<file path="config.mk">
export PLATFORM = sky130hd
export DESIGN_NAME = stopwatch_mmss_counter
export DESIGN_NICKNAME = d
export VERILOG_FILES = /design/src/rtl/stopwatch_pkg.sv /design/src/rtl/bcd_digit_counter.sv /design/src/rtl/stopwatch_mmss_counter.sv
export SDC_FILE = /design/constraint.sdc
export NUM_CORES = 1
export LEC_CHECK = 0
export BUFFER_PORTS_ARGS = -buffer_cell sky130_fd_sc_hd__buf_2
export CAP_MARGIN = 20
export CORE_MARGIN = 3
export CORE_UTILIZATION = 40
export DETAILED_ROUTE_END_ITERATION = 12
export PLACE_DENSITY = 0.66
export SLEW_MARGIN = 20
export SYNTH_ARGS = -nofsm -noshare
export SYNTH_HDL_FRONTEND = slang
export SYNTH_SLANG_ARGS = --single-unit
</file>
<file path="constraint.sdc">
create_clock -name clk -period 2.1 [get_ports clk]
set_input_delay 0.105 -clock clk [delete_from_list [all_inputs] [get_ports clk]]
set_output_delay 0.105 -clock clk [all_outputs]
set_load 0.1 [all_outputs]
</file>
<file path="src/rtl/stopwatch_pkg.sv">
// Shared types and helpers for the MM:SS stopwatch counter.
//   sw_state_e : start/stop FSM states
//   bcd_t      : one BCD digit
//   mmss_t     : packed {min_t, min_u, sec_t, sec_u} time value (16 bits)
//   clamp_mmss : forces an out-of-range load value to full scale
package stopwatch_pkg;

   localparam int unsigned BCD_W     = 4;
   localparam int unsigned SEC_T_MAX = 5;
   localparam int unsigned BCD_MAX   = 9;

   typedef enum logic [1:0] {
      IDLE  = 2'd0,
      RUN   = 2'd1,
      PAUSE = 2'd2,
      DONE  = 2'd3
   } sw_state_e;

   typedef logic [BCD_W-1:0] bcd_t;

   typedef struct packed {
      bcd_t min_t;
      bcd_t min_u;
      bcd_t sec_t;
      bcd_t sec_u;
   } mmss_t;

   // Any illegal digit or a minute value above mm_max maps to mm_max:59.
   function automatic mmss_t clamp_mmss(input mmss_t v, input int unsigned mm_max);
      mmss_t       full;
      int unsigned mins;
      full.min_t = 4'(mm_max / 10);
      full.min_u = 4'(mm_max % 10);
      full.sec_t = 4'(SEC_T_MAX);
      full.sec_u = 4'(BCD_MAX);
      mins = 32'(10) * 32'(v.min_t) + 32'(v.min_u);
      if ((v.min_t > 4'(BCD_MAX)) || (v.min_u > 4'(BCD_MAX)) ||
          (v.sec_t > 4'(SEC_T_MAX)) || (v.sec_u > 4'(BCD_MAX)) || (mins > mm_max)) begin
         return full;
      end
      return v;
   endfunction

endpackage

</file>
<file path="src/rtl/bcd_digit_counter.sv">
// One modulo-MOD BCD digit, counting up or down when enabled.
//   clk, rst_n  : clock, async active-low reset
//   en          : step this digit this cycle
//   dir         : 0 = up, 1 = down
//   ld, ld_val  : synchronous load (wins over en)
//   q           : registered digit value
//   carry_out   : en & up   & q at MOD-1 (combinational)
//   borrow_out  : en & down & q at 0     (combinational)
module bcd_digit_counter
   import stopwatch_pkg::*;
#(
   parameter int unsigned MOD = 10
) (
   input  logic clk,
   input  logic rst_n,
   input  logic en,
   input  logic dir,
   input  logic ld,
   input  bcd_t ld_val,
   output bcd_t q,
   output logic carry_out,
   output logic borrow_out
);

   localparam bcd_t TOP = 4'(MOD - 1);

   assign carry_out  = en & ~dir & (q == TOP);
   assign borrow_out = en &  dir & (q == 4'd0);

   // Digit register with wrap in both directions.
   always_ff @(posedge clk or negedge rst_n) begin
      if (!rst_n) begin
         q <= 4'd0;
      end else if (ld) begin
         q <= ld_val;
      end else if (en) begin
         if (dir) begin
            q <= (q == 4'd0) ? TOP : q - 4'd1;
         end else begin
            q <= (q == TOP) ? 4'd0 : q + 4'd1;
         end
      end
   end

endmodule

</file>
<file path="src/rtl/stopwatch_mmss_counter.sv">
// Registered MM:SS BCD stopwatch counter (up/down) with start/stop FSM.
// Optional lap capture register enabled by `define STOPWATCH_LAP_EN.
//   clk, rst_n : clock, async active-low reset
//   tick       : 1-cycle count enable
//   start/stop : begin/resume, pause
//   clear      : time and lap := 0, FSM -> IDLE
//   dir        : 0 up / 1 down, sampled on start
//   load       : time := clamped load_val (not in RUN)
//   time_bcd   : {min_t,min_u,sec_t,sec_u}
//   running    : FSM == RUN
//   rollover   : pulse when up-count wraps MM_MAX:59 -> 00:00
//   done       : FSM == DONE
//   lap, lap_bcd : lap capture request / captured time (0 without lap build)
module stopwatch_mmss_counter
   import stopwatch_pkg::*;
#(
   parameter int unsigned MM_MAX = 59
) (
   input  logic        clk,
   input  logic        rst_n,
   input  logic        tick,
   input  logic        start,
   input  logic        stop,
   input  logic        clear,
   input  logic        dir,
   input  logic        load,
   input  logic [15:0] load_val,
   output logic [15:0] time_bcd,
   output logic        running,
   output logic        rollover,
   output logic        done,
   output logic [15:0] lap_bcd,
   input  logic        lap
);

   localparam bcd_t MM_T = 4'(MM_MAX / 10);
   localparam bcd_t MM_U = 4'(MM_MAX % 10);

   sw_state_e state;
   logic      dir_q;
   mmss_t     cur;
   mmss_t     clamped;
   mmss_t     ld_digits;

   logic load_ok, count_ok, cnt_en, wrap;
   logic is_zero, is_one, at_full;
   logic ld_all, min_ld;
   bcd_t min_t_val, min_u_val;

   logic su_c, su_b, st_c, st_b, mu_c, mu_b;
   logic mt_carry_unused, mt_borrow_unused;

   assign clamped   = clamp_mmss(mmss_t'(load_val), MM_MAX);
   assign is_zero   = (cur == mmss_t'(16'h0000));
   assign is_one    = (cur == mmss_t'(16'h0001));
   assign at_full   = (cur.min_t == MM_T) && (cur.min_u == MM_U) &&
                      (cur.sec_t == 4'(SEC_T_MAX)) && (cur.sec_u == 4'(BCD_MAX));

   // A tick counts only in RUN and only if no higher-priority control is active.
   assign load_ok   = load & ~clear & (state != RUN);
   assign count_ok  = tick & ~clear & ~start & ~stop & (state == RUN);
   // Down-count floors at 00:00.
   assign cnt_en    = count_ok & ~(dir_q & is_zero);
   // Full-scale up wrap: seconds wrap by themselves, minutes are forced to 00.
   assign wrap      = count_ok & ~dir_q & at_full;

   assign ld_all    = clear | load_ok;
   assign ld_digits = clear ? mmss_t'(16'h0000) : clamped;
   assign min_ld    = ld_all | wrap;
   assign min_t_val = ld_all ? ld_digits.min_t : 4'd0;
   assign min_u_val = ld_all ? ld_digits.min_u : 4'd0;

   bcd_digit_counter #(.MOD(BCD_MAX + 1)) u_sec_u (
      .clk(clk), .rst_n(rst_n), .en(cnt_en), .dir(dir_q),
      .ld(ld_all), .ld_val(ld_digits.sec_u), .q(cur.sec_u),
      .carry_out(su_c), .borrow_out(su_b)
   );

   bcd_digit_counter #(.MOD(SEC_T_MAX + 1)) u_sec_t (
      .clk(clk), .rst_n(rst_n), .en(su_c | su_b), .dir(dir_q),
      .ld(ld_all), .ld_val(ld_digits.sec_t), .q(cur.sec_t),
      .carry_out(st_c), .borrow_out(st_b)
   );

   bcd_digit_counter #(.MOD(BCD_MAX + 1)) u_min_u (
      .clk(clk), .rst_n(rst_n), .en(st_c | st_b), .dir(dir_q),
      .ld(min_ld), .ld_val(min_u_val), .q(cur.min_u),
      .carry_out(mu_c), .borrow_out(mu_b)
   );

   bcd_digit_counter #(.MOD(BCD_MAX + 1)) u_min_t (
      .clk(clk), .rst_n(rst_n), .en(mu_c | mu_b), .dir(dir_q),
      .ld(min_ld), .ld_val(min_t_val), .q(cur.min_t),
      .carry_out(mt_carry_unused), .borrow_out(mt_borrow_unused)
   );

   assign time_bcd = cur;

   // Start/stop FSM with registered status outputs.
   always_ff @(posedge clk or negedge rst_n) begin
      if (!rst_n) begin
         state    <= IDLE;
         dir_q    <= 1'b0;
         running  <= 1'b0;
         done     <= 1'b0;
         rollover <= 1'b0;
      end else begin
         rollover <= wrap;
         if (clear) begin
            state   <= IDLE;
            running <= 1'b0;
            done    <= 1'b0;
         end else if (!load_ok) begin
            case (state)
               IDLE, PAUSE: begin
                  if (start) begin
                     state   <= RUN;
                     running <= 1'b1;
                     dir_q   <= dir;
                  end
               end
               RUN: begin
                  if (!start && stop) begin
                     state   <= PAUSE;
                     running <= 1'b0;
                  end else if (count_ok && dir_q && (is_zero || is_one)) begin
                     state   <= DONE;
                     running <= 1'b0;
                     done    <= 1'b1;
                  end
               end
               DONE: begin
                  // Leave only if there is something to count.
                  if (start && (!dir || !is_zero)) begin
                     state   <= RUN;
                     running <= 1'b1;
                     done    <= 1'b0;
                     dir_q   <= dir;
                  end
               end
               default: begin
                  state   <= IDLE;
                  running <= 1'b0;
                  done    <= 1'b0;
               end
            endcase
         end
      end
   end

`ifdef STOPWATCH_LAP_EN
   logic [15:0] lap_q;

   // Lap snapshot of the current time; does not disturb counting.
   always_ff @(posedge clk or negedge rst_n) begin
      if (!rst_n) begin
         lap_q <= 16'h0000;
      end else if (clear) begin
         lap_q <= 16'h0000;
      end else if (lap && ((state == RUN) || (state == PAUSE))) begin
         lap_q <= cur;
      end
   end

   assign lap_bcd = lap_q;
`else
   logic lap_unused;
   assign lap_unused = lap;
   assign lap_bcd    = 16'h0000;
`endif

endmodule

</file>
Yosys cells after proc, flatten, opt, wreduce, memory -nomap -nowiden
Index checks and enable logic that the tools add are counted.
- multipliers: 1
- add/subtract/negate cells: 9
- bitwise logic cells: 33
- multiplexer cells: 49
- $lt $le $gt $ge: 5
- equality and inequality tests: 18
- reduce and logical (&&, ||, !) cells: 32
- operator list (cell ; count):
    $mux W4 ; 22
    $mux W16 ; 3
    $and A1 B1 Y1 ; 22
    $add A4 B1 Y4 const B ; 4
    $eq A16 B1 Y1 const B ; 1
    $logic_not A16 Y1 ; 1
    $logic_not A4 Y1 ; 4
    $sub A4 B1 Y4 const B ; 4
    $mux W1 ; 14
    $eq A4 B4 Y1 const B ; 3
    $gt A4 B4 Y1 const B ; 3
    $mux W2 ; 6
    $reduce_and A5 Y1 ; 2
    $reduce_bool A2 Y1 ; 5
    $add A8 B4 Y9 ; 1
    $gt A9 B6 Y1 const B ; 1
    $ne A3 B3 Y1 const B ; 3
    $eq A4 B3 Y1 const B ; 2
    $logic_and A1 B1 Y1 ; 7
    $mul A3 B4 Y7 const A ; 1
    $logic_or A1 B1 Y1 ; 6
    $ne A2 B2 Y1 const B ; 3
    $not A1 Y1 ; 6
    $pmux W2 S3 ; 1
    14 further kinds ; 22
- word-level logic and storage cells: 156
- bits of input ports: 25
- output and inout bits: 35
- flip-flop bits (word level): 22

Depth between registers and ports, before layout
- depth after elaboration: 17
- depth in mapped cells: 9
- depth with buffers taken out: 9

Cells and area by module
From an unflattened synthesis, not the netlist that was laid out.
- cells, all modules: 308
- area, all modules: 2484.9 um^2
- by module, submodules not included (module ; cells each ; times used ; area an instance (um^2)):
    bcd_digit_counter (u_min_t ...) ; 47 ; 3 ; 385.4
    stopwatch_mmss_counter ; 125 ; 1 ; 993.5
    bcd_digit_counter (u_sec_t) ; 42 ; 1 ; 335.3

Worst setup path after synthesis
OpenSTA, ideal clock, no wires.
- kind: register to register
- start point: register u_min_t.q[2]
- end point: register u_min_u.q[2]
- arrival time: 2623 ps
- required time: 1975 ps
- path buffers: 1
- path slack: -648 ps
- setup time: 125 ps
- stages on the path, launching flop included: 7
- period minus slack after synthesis: 2748 ps
- cell sequence: dfrtp_1 -> buf_2 -> inv_1 -> or4_4 -> o41a_4 -> a32o_1 -> mux2_4
- word-level cells in the longest chain between the ends: 11
- elaborated cells between the ends (all ways): 22
- those cells by class: 1 x eq/ne; 1 x mux; 15 x bitwise; 5 x reduce/logical
- RTL lines (element ; line ; text):
    start: declaration ; bcd_digit_counter.sv:20 ; output bcd_t q,
    start signal: assignment ; bcd_digit_counter.sv:35 ; q <= ld_val;
    start signal: assignment ; bcd_digit_counter.sv:38 ; q <= (q == 4'd0) ? TOP : q - 4'd1;
    start signal: assignment ; bcd_digit_counter.sv:40 ; q <= (q == TOP) ? 4'd0 : q + 4'd1;
    $logic_not A16 Y1 ; stopwatch_mmss_counter.sv:54 ; assign is_zero = (cur == mmss_t'(16'h0000));
    $and A1 B1 Y1 ; stopwatch_mmss_counter.sv:63 ; assign cnt_en = count_ok & ~(dir_q & is_zero);
    $not A1 Y1 ; stopwatch_mmss_counter.sv:63 ;
    $and A1 B1 Y1 ; stopwatch_mmss_counter.sv:63 ;
    $and A1 B1 Y1, on equally long branches (2 in a row) ; bcd_digit_counter.sv:27, bcd_digit_counter.sv:28 ;
    $or A1 B1 Y1 ; stopwatch_mmss_counter.sv:80 ; .clk(clk), .rst_n(rst_n), .en(su_c | su_b), .dir(dir_q),
    $and A1 B1 Y1, on equally long branches (2 in a row) ; bcd_digit_counter.sv:27, bcd_digit_counter.sv:28 ;
    $or A1 B1 Y1 ; stopwatch_mmss_counter.sv:86 ; .clk(clk), .rst_n(rst_n), .en(st_c | st_b), .dir(dir_q),
    $reduce_bool A2 Y1 (no source line) ; n/a ;
    end signal: assignment ; bcd_digit_counter.sv:35 ;
    end signal: assignment ; bcd_digit_counter.sv:38 ;
    end signal: assignment ; bcd_digit_counter.sv:40 ;
    end: declaration ; bcd_digit_counter.sv:20 ;
Several ways; a longest one is shown, not always the timed one.
A chain may end at the register's enable or synchronous reset.

Worst setup path in the final report
- start point: register u_min_t.q[3]
- end point: register u_min_u.q[2]
The elaborated chain is that of the path after synthesis.

==> flow_summary.ini <==
[clock_network]
cts.clk_slew.worst_paths_ps = 80
cts-root-to-sink-buffers = 2
clk_latency_ps = 260
cts_tree = built
clock-root-buffer = clkbuf_8
cts_inserted_buffers = 3
clock-sinks = 22
h-tree-depth = 1

[placed_design]
post-place-ws_ps = -344
dpl_cell_area_mm2 = 0.00279
routabilityCongestion = 0.882
detailed_place_hpwl_mm = 4.67
place.detailed.instances = 423
numPortBuffers = 42

[detailed_routing]
detail_route.drc_violations = 0
drt_first_iter_violations = 68
drt_wl_total_mm = 6.16
via_per_inst = 5.51
detail-route-antenna-nets = 0
via_count = 2384
drt_first_pass_iters = 4
route.detailed.wl_per_inst_um = 14.2

[logic_synthesis]
postSynthAreaPerCell_um2 = 7.83
synthDistinctLibCells = 64
yosysSeqAreaShare_pct = 24.3
combined_area_of_all_synthesized_cells_mm2 = 0.00226
number_of_flops_mapped_to_enable_cells_by_yosys = 0
synth-warning-count = 0
async_reset_ff_share_pct = 100
ys_ff_latch = 22
synthFlopType = dfrtp_1
synthCells = 289

[timing]
relative_max_transition_margin_pct = 64.7
final_hold_viol_count = 0
final.period_utilization_pct = 100
tightestPinTransition_ps = 530
fin_hold_ws_ps = 87.4
final_max_slew_viol_count = 0
setup_viol = 1
fin_ws_ps = -2.43
clock.fmax_ghz = 0.476
final.min_clock_period_ps = 2100
fin_skew_ps = 0.935
setup_repair_after_global_routing_missed_its_margin = yes

[critical_path]
worst-endpoint-arrival_ps = 2260
setup.worst_path.end_class = flip-flop
critical_path.startpoint_type = flip-flop
worst_path_max_delay_cell = or4_4
path_buf_inv = 0
critical_path_fanout_max = 4
critical_path.top_delay_family = compound AO/OA/AOI/OAI gates
crit_required_ps = 2250
worstPathCellList = or4_4 > o41a_4 > a32o_1 > mux2_4
critPathMaxStageDelay_ps = 570
worstSetupPathType = reg2reg

[global_route]
grt_start_max_net_pins = 29
number_of_antenna_violations_at_the_first_check_in_global_routing = 0
global_route_wire_length_before_repair_mm = 9.35
grt_remaining_overflow = 0
grt_usage_pct = 17.8
first_global_vias = 2030

[power_and_ir_drop]
p_clk_share_pct = 7.2
internal_power_mw = 1.64
power.leakage_nw = 1.33
power_switching_mw = 2.17
switching_share_pct = 56.9
irDropWorstVdd_mv = 0.695
seqPwrFrac_pct = 19.9
power.share.combinational_pct = 72.9
cellPowerDensity_mw_per_mm2 = 1250

[finish]
finalNetCount = 398
final_common_cell = buf_4
antenna_cells_inserted = 0
area_growth_syn_to_layout_pct = 34.5
finalNonFillerCells = 433
drive_gt1_share_pct = 39.9
postLayoutCellArea_mm2 = 0.00305
highest_count_cells_in_the_layout_ignoring_fill_and_taps = buf_4, buf_2, o21ai_0

[floorplanning]
die_y_um = 81.2
die_w_um = 81.2
die_area_mm2 = 0.00660
pin_count = 60
start_util_pct = 42.7
core-area_mm2 = 0.00530
std_cell_rows = 26

[run_status]
outcome = complete, but fails checks
violations = setup timing

[flow_run]
cap_violations = 0

[hold_path]
hold_class = in2reg
power groups by stage:
stage,combinational [mW],clock [mW],sequential (mW)
floorplan,1.38,0,1.46
global placement,2.62,0,0.730
detailed placement,2.65,0,0.735
CTS,2.67,0.281,0.738
global route,2.99,0.292,0.782
finish,2.78,0.276,0.759
flip-flops by register name, indices dropped and copies added, names as in the netlist:
| name | flops |
|---|---|
| u_sec_u.q | 4 |
| u_min_t.q | 4 |
| u_sec_t.q | 4 |
| dir_q | 1 |
| running | 1 |
| done | 1 |
| u_min_u.q | 4 |
| rollover | 1 |
| state | 2 |
cell families after synthesis:
family,after synthesis,synth area share (%)
AO/OA/AOI/OAI,96,27.9
AND/OR/NAND/NOR,96,23.0
buffers and inverters,49,11.8
flip-flops,22,24.3
multiplexers,10,4.86
adder cells (fa/ha/maj),9,5.64
XOR/XNOR,6,2.32
other,1,0.166
worst paths after layout:
| kind | from | to | slack [ps] | depth (start not counted) |
|---|---|---|---|---|
| min in group asynchronous | rst_n | u_sec_u.q[2]$_DFFE_PN0P_ | 350 | 2 |
| min | dir | dir_q$_DFFE_PN0P_ | 90 | 2 |
| max in group asynchronous | rst_n | u_sec_t.q[2]$_DFFE_PN0P_ | 1350 | 2 |
| max | u_min_t.q[3]$_DFFE_PN0P_ | u_min_u.q[2]$_DFFE_PN0P_ | -2 | 4 |
| max reg2reg | u_min_t.q[3]$_DFFE_PN0P_ | u_min_u.q[2]$_DFFE_PN0P_ | -2 | 4 |
| min reg2reg | done$_DFFE_PN0P_ | done$_DFFE_PN0P_ | 520 | 2 |
metal layers:
metal	wire, µm	share of wire (%)	GRT usage (%)	up-vias
li1	-	-	-	1180
met1	2820	46	24.0	1121
met2	2900	47	28.4	73
met3	326	5.3	3.44	10
met4	112	1.8	5.74	0
met5	0	0	0	-
layout make-up:
| type | instances | area (µm²) |
|---|---|---|
| multi-input combinational | 233 | 1670 |
| timing repair buffer | 89 | 589 |
| fill | 489 | 2260 |
| clock buffer | 4 | 45.0 |
| inverter | 15 | 58.8 |
| sequential | 22 | 591 |
| tap | 70 | 87.6 |
per-stage QoR:
| stage | power (mW) | util [%] | TNS [ps] |
|---|---|---|---|
| after floorplan | 2.84 | - | -673 |
| after global placement | 3.36 | 52.7 | -3150 |
| after detailed placement | 3.39 | 52.7 | -4050 |
| after CTS | 3.69 | 54.1 | -17.7 |
| after global routing | 4.06 | 57.4 | -76.4 |
| final | 3.81 | 57.4 | -2.43 |
timing repair:
item | CTS | global route
endpoints found under the setup margin | 9 | 18
resized for setup | 7 | 30
hold buffers | 1 | 0
pin swaps | 2 | 18
setup buffers | 0 | 5
gates cloned | 0 | 0
hold endpoints to repair | 22 | 0
worst reg2reg max path, delay by kind of cell (launching register included):
family / cells / cell delay [ps]
compound gates: 2 / 720
simple gates: 1 / 570
flops: 1 / 460
mux: 1 / 250
synthesized netlist by cell type (3+ instances only):
cell type	instances	area [µm²]
o21ai_0	33	165
dfrtp_1	22	551
nand2_1	21	78.8
nor2_1	20	75.1
a21oi_1	18	90.1
buf_4	17	128
inv_1	14	52.6
nand3_1	10	50.1
clkbuf_1	9	33.8
buf_2	7	35.0
ha_1	7	87.6
nor2b_1	7	43.8
a31oi_1	6	37.5
and3_1	6	37.5
nand2b_1	6	37.5
o211ai_1	6	45.0
mux2i_1	5	50.1
nor3b_1	5	37.5
nor4_1	5	31.3
xor2_1	4	35.0
a2bb2oi_1	3	26.3
nor3_1	3	15.0
(Power assumes the default switching activity.)
